[config.mk]
export PLATFORM = sky130hd
export DESIGN_NAME = axi_tdd_channel_bank
export DESIGN_NICKNAME = d
export VERILOG_FILES = /design/src/rtl/axi_tdd_pkg.sv /design/src/rtl/axi_tdd_channel_bank_ch.sv /design/src/rtl/axi_tdd_channel_bank.sv
export SDC_FILE = /design/constraint.sdc
export NUM_CORES = 2
export LEC_CHECK = 0
export ABC_AREA = 1
export ABC_CLOCK_PERIOD_IN_PS = 1700
export BUFFER_PORTS_ARGS = -buffer_cell sky130_fd_sc_hd__buf_4
export CAP_MARGIN = 20
export CORE_AREA = 2 2 452 454
export DETAILED_ROUTE_END_ITERATION = 7
export DIE_AREA = 0 0 454 456
export GPL_ROUTABILITY_DRIVEN = 0
export PLACE_DENSITY = 0.55
export SYNTH_ARGS = -nofsm -noshare
export SYNTH_HDL_FRONTEND = slang
export SYNTH_SLANG_ARGS = --single-unit
[constraint.sdc]
create_clock -name clk -period 1.7 [get_ports clk]
set_input_delay 0.34 -clock clk [delete_from_list [all_inputs] [get_ports clk]]
set_output_delay 0.34 -clock clk [all_outputs]
set_load 0.02 [all_outputs]
[src/rtl/axi_tdd_pkg.sv]
// Shared TDD types and helpers.
// Used by the TDD core and its output stages.
package axi_tdd_pkg;

    typedef enum logic [1:0] {
        IDLE    = 2'd0,
        ARMED   = 2'd1,
        WAITING = 2'd2,
        RUNNING = 2'd3
    } state_t;

    localparam int TDD_MAX_WIN = 4;
    localparam int TDD_MAX_CH  = 32;

    // Flattened slice index of window w of channel c.
    function automatic int window_idx(
        input int c,
        input int w,
        input int num_win
    );
        return c * num_win + w;
    endfunction

endpackage

[src/rtl/axi_tdd_channel_bank_ch.sv]
// One TDD output channel: shadow config, frame-skip
// counter, window comparators and output flop.
module axi_tdd_channel_bank_ch
    import axi_tdd_pkg::*;
#(
    parameter int   NUM_WIN        = 2,
    parameter int   REGISTER_WIDTH = 32,
    parameter int   PERIOD_WIDTH   = 8,
    parameter logic RST_VAL        = 1'b0
) (
    input  logic                              clk,
    input  logic                              rst,
    input  logic [REGISTER_WIDTH-1:0]         tdd_counter,
    input  state_t                            tdd_cstate,
    input  logic                              tdd_enable,
    input  logic                              tdd_endof_frame,
    input  logic                              asy_ch_en,
    input  logic                              asy_ch_pol,
    input  logic [PERIOD_WIDTH-1:0]           asy_ch_period,
    input  logic [NUM_WIN*REGISTER_WIDTH-1:0] asy_t_high,
    input  logic [NUM_WIN*REGISTER_WIDTH-1:0] asy_t_low,
    output logic                              out,
    output logic                              ch_active
);

    typedef logic [NUM_WIN-1:0][REGISTER_WIDTH-1:0] win_t;

    logic                    en_q, en_d;
    logic                    pol_q, pol_d;
    logic [PERIOD_WIDTH-1:0] period_q, period_d;
    win_t                    t_high_q, t_high_d;
    win_t                    t_low_q, t_low_d;
    logic [PERIOD_WIDTH-1:0] fcnt_q, fcnt_d;
    logic                    act_q, act_d;
    logic                    set_q, set_d;
    logic                    rst_s_q, rst_s_d;
    logic                    lvl_q, lvl_d;
    logic                    out_q, out_d;
    logic                    load;
    logic                    running;

    assign load = tdd_enable &&
                  (tdd_cstate == ARMED || tdd_endof_frame);
    assign running = (tdd_cstate == RUNNING);

    // Next-state: shadow load at frame boundaries, frame
    // skip bookkeeping, window strobes and output SR level.
    always_comb begin
        en_d     = en_q;
        pol_d    = pol_q;
        period_d = period_q;
        t_high_d = t_high_q;
        t_low_d  = t_low_q;
        fcnt_d   = fcnt_q;
        act_d    = act_q;
        set_d    = 1'b0;
        rst_s_d  = tdd_endof_frame;
        lvl_d    = lvl_q;

        if (load) begin
            en_d     = asy_ch_en;
            pol_d    = asy_ch_pol;
            period_d = asy_ch_period;
            t_high_d = asy_t_high;
            t_low_d  = asy_t_low;
        end

        case (tdd_cstate)
            IDLE: begin
                fcnt_d = '0;
                act_d  = 1'b0;
            end
            ARMED: begin
                fcnt_d = '0;
                act_d  = asy_ch_en;
            end
            default: begin
                if (tdd_endof_frame) begin
                    // Compare against the period of the
                    // frame that is ending.
                    fcnt_d = (fcnt_q == period_q) ? '0 :
                             fcnt_q + PERIOD_WIDTH'(1);
                    act_d  = en_d && (fcnt_d == '0);
                end
            end
        endcase

        for (int w = 0; w < NUM_WIN; w++) begin
            if (running && tdd_counter == t_high_q[w])
                set_d = 1'b1;
            if (running && tdd_counter == t_low_q[w])
                rst_s_d = 1'b1;
        end

        // Level relative to idle polarity; reset wins.
        if (!act_q || rst_s_q)
            lvl_d = 1'b0;
        else if (set_q)
            lvl_d = 1'b1;

        out_d = pol_q ^ lvl_d;
    end

    // State registers with synchronous reset.
    always_ff @(posedge clk) begin
        if (rst) begin
            en_q     <= 1'b0;
            pol_q    <= 1'b0;
            period_q <= '0;
            t_high_q <= '0;
            t_low_q  <= '0;
            fcnt_q   <= '0;
            act_q    <= 1'b0;
            set_q    <= 1'b0;
            rst_s_q  <= 1'b0;
            lvl_q    <= 1'b0;
            out_q    <= RST_VAL;
        end else begin
            en_q     <= en_d;
            pol_q    <= pol_d;
            period_q <= period_d;
            t_high_q <= t_high_d;
            t_low_q  <= t_low_d;
            fcnt_q   <= fcnt_d;
            act_q    <= act_d;
            set_q    <= set_d;
            rst_s_q  <= rst_s_d;
            lvl_q    <= lvl_d;
            out_q    <= out_d;
        end
    end

    assign out       = out_q;
    assign ch_active = act_q;

endmodule

[src/rtl/axi_tdd_channel_bank.sv]
// Multi-channel, multi-window TDD output bank.
// Slices the config buses into per-channel instances.
module axi_tdd_channel_bank
    import axi_tdd_pkg::*;
#(
    parameter int                NUM_CH           = 8,
    parameter int                NUM_WIN          = 2,
    parameter int                REGISTER_WIDTH   = 32,
    parameter int                PERIOD_WIDTH     = 8,
    parameter logic [NUM_CH-1:0] DEFAULT_POLARITY = '0
) (
    input  logic                                     clk,
    input  logic                                     rst,
    input  logic [REGISTER_WIDTH-1:0]                tdd_counter,
    input  axi_tdd_pkg::state_t                      tdd_cstate,
    input  logic                                     tdd_enable,
    input  logic                                     tdd_endof_frame,
    input  logic [NUM_CH-1:0]                        asy_ch_en,
    input  logic [NUM_CH-1:0]                        asy_ch_pol,
    input  logic [NUM_CH*PERIOD_WIDTH-1:0]           asy_ch_period,
    input  logic [NUM_CH*NUM_WIN*REGISTER_WIDTH-1:0] asy_t_high,
    input  logic [NUM_CH*NUM_WIN*REGISTER_WIDTH-1:0] asy_t_low,
    output logic [NUM_CH-1:0]                        out,
    output logic [NUM_CH-1:0]                        ch_active
);

    localparam int WB = NUM_WIN * REGISTER_WIDTH;

    for (genvar c = 0; c < NUM_CH; c++) begin : g_ch
        localparam int WO = window_idx(c, 0, NUM_WIN) * REGISTER_WIDTH;

        axi_tdd_channel_bank_ch #(
            .NUM_WIN        (NUM_WIN),
            .REGISTER_WIDTH (REGISTER_WIDTH),
            .PERIOD_WIDTH   (PERIOD_WIDTH),
            .RST_VAL        (DEFAULT_POLARITY[c])
        ) u_ch (
            .clk             (clk),
            .rst             (rst),
            .tdd_counter     (tdd_counter),
            .tdd_cstate      (tdd_cstate),
            .tdd_enable      (tdd_enable),
            .tdd_endof_frame (tdd_endof_frame),
            .asy_ch_en       (asy_ch_en[c]),
            .asy_ch_pol      (asy_ch_pol[c]),
            .asy_ch_period   (asy_ch_period[c*PERIOD_WIDTH +: PERIOD_WIDTH]),
            .asy_t_high      (asy_t_high[WO +: WB]),
            .asy_t_low       (asy_t_low[WO +: WB]),
            .out             (out[c]),
            .ch_active       (ch_active[c])
        );
    end

endmodule

# --- Word level (Yosys, flattened, before mapping) ---
# Cells that the tools add are included.
# Widths: inputs -> output; s select.
totals:
  register_bits: 1208
  input_bits: 1142
  output_inout_bits: 16
op_classes:
  n_addsub: 8
  n_eq_ne: 42
  mux: 80
  bitwise_logic: 8
  reduce_logical: 69
ops:
  columns: ["operator", "count"]
  rows:
  - ["$eq 32x32->1", 32]
  - ["$add 8x1->8 const B", 8]
  - ["$eq 8x8->1", 8]
  - ["$logic_not 8->1", 8]
  - ["$mux 1", 64]
  - ["$mux 8", 8]
  - ["$logic_and 1x1->1", 41]
  - ["$pmux 1 s2", 8]
  - ["$logic_or 1x1->1", 9]
  - ["$logic_not 1->1", 8]
  - ["$xor 1x1->1", 8]
  - ["$reduce_bool 3->1", 1]
  - ["$reduce_or 3->1", 1]
  - ["$eq 2x1->1 const B", 1]
  - ["$eq 2x2->1 const B", 1]
  - ["$logic_not 2->1", 1]

# --- Longest topological paths before layout ---
depth:
  word_depth: 7
  depth_mapped: 12

# --- Hierarchy ---
# From an unflattened synthesis, not the netlist that was laid out.
hier_totals:
  cells_unflattened: 8200
  area_unflattened_um2: 57895.5
by_module_without_submodules:
  columns: ["mod", "n_inst", "cells_each", "area_per_inst_um2"]
  rows:
  - ["axi_tdd_channel_bank_ch", 8, 1025, 7236.9]

# --- Worst setup path after synthesis ---
# No wires, ideal clock.
synth_timing:
  path_type: "input-to-reg"
  from: "in tdd_counter[15]"
  to: "reg g_ch[6].u_ch.rst_s_q"
  setup_time_ps: 62
  t_arrival_ps: 1379
  required_time_ps: 1638
  path_slack_ps: 259
  path_stages: 10
  n_path_buf: 2
  cell_sequence: "clkbuf_1 > buf_6 > xnor2_1 > nand4_1 > or2_2 > nor2_1 > nand2_1 > nand2_1 > nand2_1 > nand2_1"
synth_via:
  elab_chain_len: 4
  word_cells_on_any_way: 6
synth_lines:
  columns: ["element", "line_no", "source"]
  rows:
  - ["start, declared", "axi_tdd_channel_bank.sv:14", "input logic [REGISTER_WIDTH-1:0] tdd_counter,"]
  - ["$eq 32x32->1", "axi_tdd_channel_bank_ch.sv:91", "if (running && tdd_counter == t_low_q[w])"]
  - ["$logic_and 1x1->1", "axi_tdd_channel_bank_ch.sv:91", null]
  - ["$mux 1", "axi_tdd_channel_bank_ch.sv:91", null]
  - ["$mux 1 *", "axi_tdd_channel_bank_ch.sv:91", null]
  - ["end signal, assigned", "axi_tdd_channel_bank_ch.sv:127", "rst_s_q <= rst_s_d;"]
  - ["end, declared", "axi_tdd_channel_bank_ch.sv:36", "logic rst_s_q, rst_s_d;"]
# Mark *: on every way between the ends. The rest lies on a longest branch, timed or not.
# A chain may end at the register's enable or synchronous reset.

# --- Worst setup path in the final report ---
layout_timing:
  from: "reg g_ch[0].u_ch.t_low_q[53] in the netlist's numbering"
  to: "reg g_ch[0].u_ch.rst_s_q"
layout_via:
  elab_chain_len: 3
layout_lines:
  columns: ["element", "line_no", "source"]
  rows:
  - ["start, declared", "axi_tdd_channel_bank_ch.sv:32", "win_t t_low_q, t_low_d;"]
  - ["start signal, assigned", "axi_tdd_channel_bank_ch.sv:123", "t_low_q <= t_low_d;"]
  - ["$eq 32x32->1", "axi_tdd_channel_bank_ch.sv:91", null]
  - ["$logic_and 1x1->1", "axi_tdd_channel_bank_ch.sv:91", null]
  - ["$mux 1", "axi_tdd_channel_bank_ch.sv:91", null]
  - ["end signal, assigned", "axi_tdd_channel_bank_ch.sv:127", null]
  - ["end, declared", "axi_tdd_channel_bank_ch.sv:36", null]
# Every way passes these cells.

==> summary.txt <==
Status
  • Status: finished clean

Global route
  • Gr ovfl total: 0
  • Initial antenna violation count: 81
  • Global-route wire length before repair: 433 mm
  • Largest net degree at the start of global routing: 98
  • GRT Util Overall: 28.9%
  • Vias in the first global route: 64382

Place
  • Placed Cells: 12180
  • Dpl hpwl: 241 mm
  • Port Buffers: 1157
  • Post-Place Cell Area: 76000 sq um

STA
  • Slew Limit Fails: 0
  • Min Tclk post-route: 1.65 ns
  • Worst rel slew slack: 39.2%
  • Endpoints failing setup: 0
  • Highest clock rate: 606 MHz
  • Crit share post-route: 97.1%
  • Tightest Pin Transition: 0.911 ns
  • Final hold vios: 0
  • Clk_skew: 0.0348 ns

Worst setup path
  • R2R Path Start: g_ch[0].u_ch.t_low_q[53]
  • FF-to-FF End: g_ch[0].u_ch.rst_s_q
  • CP startpoint: g_ch[0].u_ch.t_low_q[53]
  • CP Class: register to register
  • Crit path launch type: register
  • R2r setup slk: 0.05 ns
  • Critical Path Sink Type: register
  • R2r worst-path depth: 10
  • WP data required: 2.46 ns
  • Crit path max fanout: 2
  • Crit path DAT: 2.41 ns

Detailed routing
  • Drt initial violations: 5582
  • WL final: 313 mm
  • Vias per inst: 4.86
  • DRT Pass-1 Iters: 6
  • DR WL/cell: 23.0 um
  • Remaining DRCs: 0
  • Final ANT Viol Nets: 0
  • Vias: 66066

CTS
  • CTS Buffer Depth: 3
  • Worst-Skew Late Latency: 0.82 ns
  • Max H-tree Level: 4
  • CTS Sinks: 1208
  • Worst-path clk slew: 0.06 ns
  • CTS tree: yes
  • Root Driver: clkbuf_16
  • CTS buffer count: 144

Floorplan
  • Row cnt: 165
  • Die span in y: 456 um
  • Die width: 454 um
  • Core Box Area: 202000 sq um
  • DIE AREA: 207000 sq um
  • Top Ports: 1158
  • Initial Util: 28.6%

Synthesis
  • FFs w/ async S/R, synth: 0%
  • Avg Synthesized Cell Area: 7.25 sq um
  • Syn Inst Count: 7956
  • Top cells by area, synth: dfxtp_1 (42%), nor2_1 (12%), o21ai_0 (9.7%), xnor2_1 (7.4%), nand2_1 (5.9%)
  • Syn Nets: 9106
  • Top FF cell, synth: dfxtp_1
  • Number of synthesized flops with an enable pin: 0
  • Leading area contributor after synthesis: dfxtp_1
  • Yosys top cell area share: 41.9%
  • Syn. warnings: 0
  • Netlist cell types: 37
  • Sequential share of the synthesized area: 41.9%
  • Cell Area, Synth: 57700 sq um
  • Flip-flop and latch count after synthesis: 1208
  • Synth top cells by count: nor2_1 (1883), dfxtp_1 (1208), o21ai_0 (1112)
  • Top-count cell post-synth: nor2_1

Min path
  • Worst hold start: asy_t_high[220]
  • Hold EP: g_ch[3].u_ch.t_high_q[28]
  • Hold crit path type: primary input to register
  • Hold Crit Depth: 4

Final layout
  • Final instance area: 92400 sq um
  • Non-filler instance count after layout: 13603
  • Share of layout cells above drive strength 1: 22.8%
  • Area grow syn2layout: 60.3%
  • Final net count: 11916

Power and ir drop
  • Peak VDD IR: 1110 uV
  • Pwr/cell area: 893 nW/um^2
  • LEAKAGE: 39.8 nW

Job
  • Max-Cap Viols: 0
worst max path at each step:
stage                     slack (ns)                    to
after global placement         -0.76  g_ch[1].u_ch.rst_s_q
after global routing           -0.04  g_ch[0].u_ch.rst_s_q
after CTS                      -0.02  g_ch[0].u_ch.rst_s_q
after floorplan                 0.26  g_ch[6].u_ch.rst_s_q
after detailed placement       -0.70  g_ch[1].u_ch.rst_s_q
final                           0.05  g_ch[0].u_ch.rst_s_q
critical path, stage by stage, from the launching register on:
cell and delay (ns):
dfxtp_1 0.34, xnor2_2 0.21, nand2_2 0.14, nor3_4 0.24, buf_4 0.15, nand2_1 0.05, nor2_1 0.08, nand3_1 0.14
nand2_1 0.12, nand2_1 0.06, nand2_1 0.07
final cells by class:
class | instances | area (sq um)
fillers | 19397 | 109000
multi-input cells | 5757 | 29100
repair buffers | 3217 | 29000
flip-flops and latches | 1208 | 24200
clock buffers | 202 | 4110
well taps | 2672 | 3340
inverters | 438 | 1670
clock inverters | 55 | 777
diodes | 54 | 135
sequential cells by signal, summed over array words and instances (netlist names):
| register | cells |
|---|---|
| g_ch.u_ch.ch_active | 8 |
| g_ch.u_ch.en_q | 8 |
| g_ch.u_ch.fcnt_q | 64 |
| g_ch.u_ch.lvl_q | 8 |
| g_ch.u_ch.out | 8 |
| g_ch.u_ch.period_q | 64 |
| g_ch.u_ch.pol_q | 8 |
| g_ch.u_ch.rst_s_q | 8 |
| g_ch.u_ch.set_q | 8 |
| g_ch.u_ch.t_high_q | 512 |
| g_ch.u_ch.t_low_q | 512 |
kinds of logic after synthesis:
| logic type | count (synthesis) | synth area share, % |
|---|---|---|
| DFF | 1208 | 41.9 |
| adders and majority gates | 8 | 0.174 |
| and+or+nand+nor | 3298 | 22.9 |
| AOI/OAI and AO/OA | 1601 | 14.2 |
| buffers and inverters | 992 | 7.91 |
| xor gates and xnor gates | 849 | 12.9 |
cells in the final DEF (no fill, tap or decap), types with 10 or more instances in the layout:
cell type and count:
nand2_2 10, clkbuf_1 31, xor2_1 364, bufinv_16 14, dlygate4sd3_1 1091, nor3_1 153
a211oi_1 44, a21oi_1 351, dfxtp_1 1177, xnor2_1 480, nand4_1 91, nand3_1 209
or2_2 30, dfxtp_2 23, o21ai_1 69, buf_4 1954, clkbuf_8 25, clkbuf_16 146
clkinv_2 20, nand2_1 895, diode_2 54, o21ai_0 1111, inv_2 15, buf_12 164
a31oi_1 14, inv_1 418, nor2_1 1873
per-layer routing:
layer | wire length (um) | up-vias | track usage [%]
met5 | 116 | - | 0
met4 | 24600 | 18 | 20.0
met3 | 20700 | 961 | 4.60
met2 | 142000 | 2999 | 46.9
met1 | 125000 | 30951 | 34.9
li1 | - | 31137 | -
per-stage QoR:
| stage | setup slack (ns) | total power, mW | TNS, ns | utilization, % | hold WS [ns] |
|---|---|---|---|---|---|
| floorplan | 0.259 | 39.6 | 0 | - | 0.437 |
| global placement | -0.765 | 47.8 | -157.95 | 37.7 | 0.448 |
| detailed placement | -0.702 | 48.0 | -158.23 | 37.7 | 0.451 |
| CTS | -0.0206 | 82.6 | -0.0206 | 45.6 | 0.000690 |
| global route | -0.0401 | 85.5 | -0.0466 | 45.8 | 0.0245 |
| finish | 0.0490 | 82.5 | 0 | 45.8 | 0.0544 |
report_power, final:
part	switching, mW	leakage [nW]	internal (mW)	total, mW
combinational	9.20	27.4	8.93	18.1
clock	13.4	2.39	19.1	32.5
sequential	1.49	10.0	30.4	31.9
total	24.1	39.8	58.4	82.5
repair_timing:
action / CTS / global route
cloned: 0 / 1
hold buffers: 1091 / 0
endpoints found under the hold margin: 1100 / 0
setup endpoints to repair: 13 / 14
pin swaps: 5 / 15
setup buffers: 8 / 12
resized for setup: 39 / 57
(Power assumes the default switching activity.)
